### src/rtl/fifo_wr_arbiter_pkg.sv
// Shared types and helpers for the FIFO write arbiter.
// Holds the FSM state encoding and counter width helper.
package fifo_wr_arbiter_pkg;

  typedef enum logic {
    ST_IDLE = 1'b0,
    ST_OWN  = 1'b1
  } state_t;

  localparam int MAX_NUM_REQ = 8;

  // Width needed to hold 0..n-1, never below 1.
  function automatic int idx_w(input int n);
    return (n <= 2) ? 1 : $clog2(n);
  endfunction

endpackage

### src/rtl/rr_priority_pick.sv
// Round-robin pick: first set req bit at or after rr_ptr.
// Ports: req, rr_ptr in; one-hot pick and valid out.
module rr_priority_pick #(
  parameter int N  = 4,
  parameter int PW = 2
) (
  input  logic [N-1:0]  req,
  input  logic [PW-1:0] rr_ptr,
  output logic [N-1:0]  pick,
  output logic          valid
);

  logic [N-1:0] rot;
  logic [N-1:0] oh;

  always_comb begin
    // rot[i] is req[(i + rr_ptr) mod N]
    rot = N'({req, req} >> rr_ptr);
    oh  = '0;
    for (int i = 0; i < N; i++) begin
      if (rot[i] && (oh == '0)) oh[i] = 1'b1;
    end
    // rotate the winner back left by rr_ptr
    pick = N'({oh, oh} >> (N - int'(rr_ptr)));
  end

  assign valid = |req;

endmodule

### src/rtl/fifo_wr_arbiter.sv
// Round-robin arbiter sharing one FIFO write port among producers.
// Ports: req/req_data from producers, fifo_full in; grant, ack, fifo_wr_en/data, busy out.
module fifo_wr_arbiter
  import fifo_wr_arbiter_pkg::*;
#(
  parameter int NUM_REQ   = 4,
  parameter int DATA_W    = 8,
  parameter int MAX_BURST = 4
) (
  input  logic                      clk,
  input  logic                      rst,
  input  logic [NUM_REQ-1:0]        req,
  input  logic [NUM_REQ*DATA_W-1:0] req_data,
  input  logic                      fifo_full,
  output logic [NUM_REQ-1:0]        grant,
  output logic [NUM_REQ-1:0]        ack,
  output logic                      fifo_wr_en,
  output logic [DATA_W-1:0]         fifo_wr_data,
  output logic                      busy
);

  localparam int PW = idx_w(NUM_REQ);
  localparam int CW = idx_w(MAX_BURST);

  state_t             state, state_n;
  logic [NUM_REQ-1:0] grant_n;
  logic [NUM_REQ-1:0] pick;
  logic               pick_vld;
  logic [PW-1:0]      rr_ptr, ptr_n, nxt_ptr;
  logic [CW-1:0]      cnt, cnt_n;
  logic               owner_req;
  logic               last_word;

  rr_priority_pick #(
    .N  (NUM_REQ),
    .PW (PW)
  ) u_pick (
    .req    (req),
    .rr_ptr (rr_ptr),
    .pick   (pick),
    .valid  (pick_vld)
  );

  assign ack        = grant & req & {NUM_REQ{~fifo_full}};
  assign fifo_wr_en = |ack;
  assign busy       = (state == ST_OWN);
  assign owner_req  = |(grant & req);
  assign last_word  = fifo_wr_en && (cnt == CW'(MAX_BURST - 1));

  always_comb begin
    fifo_wr_data = '0;
    for (int i = 0; i < NUM_REQ; i++) begin
      if (ack[i]) fifo_wr_data = req_data[i*DATA_W +: DATA_W];
    end
  end

  // pointer to the producer after the current owner
  always_comb begin
    nxt_ptr = '0;
    for (int i = 0; i < NUM_REQ; i++) begin
      if (grant[i]) nxt_ptr = PW'((i + 1) % NUM_REQ);
    end
  end

  always_comb begin
    state_n = state;
    grant_n = grant;
    cnt_n   = cnt;
    ptr_n   = rr_ptr;
    unique case (state)
      ST_IDLE: begin
        if (pick_vld) begin
          grant_n = pick;
          cnt_n   = '0;
          state_n = ST_OWN;
        end
      end
      ST_OWN: begin
        if (!owner_req || last_word) begin
          grant_n = '0;
          ptr_n   = nxt_ptr;
          state_n = ST_IDLE;
        end else if (fifo_wr_en) begin
          cnt_n = cnt + 1'b1;
        end
      end
      default: begin
        grant_n = '0;
        state_n = ST_IDLE;
      end
    endcase
  end

  always_ff @(posedge clk or posedge rst) begin
    if (rst) begin
      state  <= ST_IDLE;
      grant  <= '0;
      cnt    <= '0;
      rr_ptr <= '0;
    end else begin
      state  <= state_n;
      grant  <= grant_n;
      cnt    <= cnt_n;
      rr_ptr <= ptr_n;
    end
  end

endmodule
### config.mk
export PLATFORM = sky130hd
export DESIGN_NAME = fifo_wr_arbiter
export DESIGN_NICKNAME = d
export VERILOG_FILES = /design/src/rtl/fifo_wr_arbiter_pkg.sv /design/src/rtl/rr_priority_pick.sv /design/src/rtl/fifo_wr_arbiter.sv
export SDC_FILE = /design/constraint.sdc
export NUM_CORES = 1
export LEC_CHECK = 0
export BUFFER_PORTS_ARGS = -buffer_cell sky130_fd_sc_hd__buf_2
export CAP_MARGIN = 20
export CORE_UTILIZATION = 45
export DETAILED_ROUTE_END_ITERATION = 7
export PLACE_DENSITY = 0.82
export SLEW_MARGIN = 25
export SYNTH_ARGS = -nofsm -noshare
export SYNTH_HDL_FRONTEND = slang
export SYNTH_HIERARCHICAL = 1
export SYNTH_SLANG_ARGS = --single-unit
export TNS_END_PERCENT = 50
### constraint.sdc
create_clock -name clk -period 2.7 [get_ports clk]
set_input_delay 0.135 -clock clk [delete_from_list [all_inputs] [get_ports clk]]
set_output_delay 0.135 -clock clk [all_outputs]
set_load 0.02 [all_outputs]
==> results.py <==
metrics = {
    "status": {
        "status": "finished clean",
    },
    "detailed_routing": {
        "via_count": 1367,
        "drtAntennaViolNets": 0,
        "routedWlPerCell_um": 14.7,
        "drc": 0,
        "viasPerCell": 6.19,
        "first_pass_iters": 5,
        "drtIter0Drc": 39,
        "drt-total-wl_um": 3250,
    },
    "sta": {
        "tightest_slew_ns": 0.433,
        "maxSlewViolCount": 0,
        "final-setup-viol-count": 0,
        "clock.fmax_ghz": 0.429,
        "hold_violations": 0,
        "fin_crit_sh_pct": 86.4,
        "tns_ns": 0,
        "period_needed_ns": 2.33,
        "setup_slack_ns": 0.367,
        "rsz0062_at_grt": "false",
        "clock_skew_ns": 0.00248,
        "slew_headroom_pct": 71.2,
    },
    "critical_path": {
        "reg2reg_to": "grant[3]$_DFFE_PP0P_",
        "worstPathRequired_ns": 2.90,
        "cp-startpoint": "rr_ptr[1]$_DFFE_PP0P_",
        "crit_slowest_cell": "dfrtp_1",
        "cp.arrival_ns": 2.54,
        "cp-end-kind": "flip-flop",
        "max_stage_delay_ns": 0.61,
        "cp-start-kind": "flip-flop",
        "endpoint": "grant[3]$_DFFE_PP0P_",
        "path_cells": "inv_1, ha_1, or4b_1, o21ai_0, a32oi_1, o311ai_1, mux2i_1, nor2_1, a31o_2",
        "rr_worst_depth": 9,
        "critPathMaxFanout": 15,
        "r2r_setup_slack_ns": 0.37,
        "r2r_start": "rr_ptr[1]$_DFFE_PP0P_",
        "path_class": "flip-flop to flip-flop",
    },
    "synth": {
        "yosys.area.top_type": "dfrtp_1",
        "synth_common_cells": "a22o_1, dfrtp_1, o21a_1",
        "yosysSeqAreaShare_pct": 18.3,
        "synthesis.area_um2": 1230,
        "synth.distinct_cells": 50,
        "async_reset_ff_share_pct": 100,
        "synth_edf_count": 0,
        "netlist_top_cells_area": "dfrtp_1, a221o_1, a22o_1, o21a_1, a21boi_0",
        "yosysWarnings": 6,
        "synth_top_flop_cell": "dfrtp_1",
        "syn-num-nets": 182,
        "synth-seq-cells": 9,
        "avgSynthCellArea_um2": 8.72,
        "synth_top_cell_area_share_pct": 18.3,
        "syn-instance-count": 141,
    },
    "floorplan": {
        "row_count": 18,
        "die_x_um": 54.3,
        "core_region_area_um2": 2520,
        "design.die.area_um2": 2950,
        "io_pins": 57,
        "die_y_um": 54.3,
        "start_util_pct": 48.8,
    },
    "layout": {
        "multi_input_area_um2": 905,
        "regArea_um2": 225,
        "final_cells": 221,
        "num_antenna_cells": 0,
        "final.fill_count": 226,
        "syn2layout_area_growth_pct": 23.1,
        "nets": 233,
        "design_area_um2": 1510,
        "post_route_cells_drive_above_1_share_pct": 37.7,
    },
    "grt": {
        "grt_pass1_vias": 1094,
        "antenna_found_initial": 0,
        "grt_max_degree": 18,
        "track_usage_pct": 21.8,
        "grt_pass1_wl_um": 4710,
        "grt_overflow": 0,
    },
    "clock_network": {
        "clk_path_buf_depth": 2,
        "cts.sinks": 9,
        "cts_root_buf": "clkbuf_4",
        "cts_made_buffers": 3,
        "cts_resized": 0,
        "cts_htree_levels": 1,
        "cts_tree": "yes",
        "clock_latency_ns": 0.26,
        "clkTransAtPathRegs_ns": 0.06,
    },
    "power_and_ir_drop": {
        "max-vdd-ir-drop_mv": 0.610,
        "p_per_area_nw_per_um2": 701,
        "p_total_mw": 1.06,
        "leakage_nw": 0.741,
    },
    "place": {
        "detailed_place.area_um2": 1480,
        "port_buffers": 56,
        "place_hpwl_um": 2540,
        "dp_cells": 216,
        "dp_slack_ns": 0.403,
        "gp_congestion": 0.962,
    },
    "min_path": {
        "min_path_type": "primary input to flip-flop",
    },
    "run": {
        "drv_cap": 0,
    },
}
-- area by class of cell --
cell class | count | area share, %
inverters | 8 | 1.98
clock buffers | 4 | 1.74
well taps | 30 | 2.48
multi-input cells | 113 | 59.8
repair buffers | 57 | 19.2
flip-flops and latches | 9 | 14.9
-- metrics by stage --
stage / hold WS (ns) / utilization, %
after detailed placement: 0.117 / 58.6
after global routing: 0.382 / 60.0
after CTS: 0.358 / 60.0
after global placement: 0.105 / 58.6
after floorplan: -0.0371 / -
final: 0.355 / 60.0
-- state kept, by name (all words and copies together), names as in the netlist --
name	flops
busy	1
cnt	2
grant	4
rr_ptr	2
-- logic make-up (layout without fill, tap and decap cells) --
family          after synthesis  after routing  share of synthesized area [%]
simple gates                 42             42                           21.4
buf+inv                      19             69                           8.14
flops                         9              9                           18.3
fa+ha+maj                     2              2                           2.03
compound gates               64             64                           45.6
mux                           5              5                           4.58
-- how the worst min path moves through the flow --
stage | start | endpoint | slack, ns | cells past startpoint
after CTS | fifo_full | cnt[0]$_DFFE_PP0P_ | 0.36 | 4
after floorplan | rst | busy$_DFF_PP0_ | -0.04 | 1
after global routing | fifo_full | cnt[0]$_DFFE_PP0P_ | 0.38 | 4
final | fifo_full | cnt[0]$_DFFE_PP0P_ | 0.35 | 4
after global placement | rst | grant[0]$_DFFE_PP0P_ | 0.11 | 2
after detailed placement | rst | grant[0]$_DFFE_PP0P_ | 0.12 | 2
-- placed cells by master (no fill, tap or decap), types with 2 or more instances in the layout --
cell type	Yosys	layout
and3b_1	2	2
o2111ai_1	3	3
o211ai_1	8	8
dfrtp_1	9	9
ha_1	2	2
nor3_1	4	4
a22oi_1	3	3
buf_2	4	56
nor2b_1	3	3
nand3_1	2	2
nand2b_1	5	5
a221o_1	8	8
nand2_1	7	7
a22o_1	9	9
inv_1	6	6
a21boi_0	8	8
nor2_1	8	8
mux2i_1	3	3
clkbuf_4	0	3
o21a_1	9	9
o21ai_0	4	4
inv_2	2	2
-- routing by layer --
| layer | global-route usage [%] | vias up | part of all wire (%) |
|---|---|---|---|
| li1 | - | 669 | - |
| met2 | 37.6 | 77 | 47 |
| met4 | 9.40 | 0 | 2.2 |
| met1 | 26.9 | 612 | 42 |
| met3 | 2.78 | 9 | 8.9 |
| met5 | 0 | - | 0 |
-- timing repair --
item                      CTS  global route
hold buffers                1             0
setup buffers               0             0
hold endpoints to repair    9             0
-- worst max-delay path: cells and delay by family (launching register included) --
kind / cells / cell delay (ns)
DFF: 1 / 0.61
and+or+nand+nor: 2 / 0.54
adders and majority gates: 1 / 0.46
AOI/OAI and AO/OA: 4 / 0.42
buffers and inverters: 1 / 0.13
muxes: 1 / 0.12
-- where the power goes --
group          switching, mW  internal, mW
logic                  0.365         0.291
clock network         0.0486        0.0571
registers              0.118         0.181
total                  0.532         0.529
Note: power is estimated with default switching activity, not from simulation.
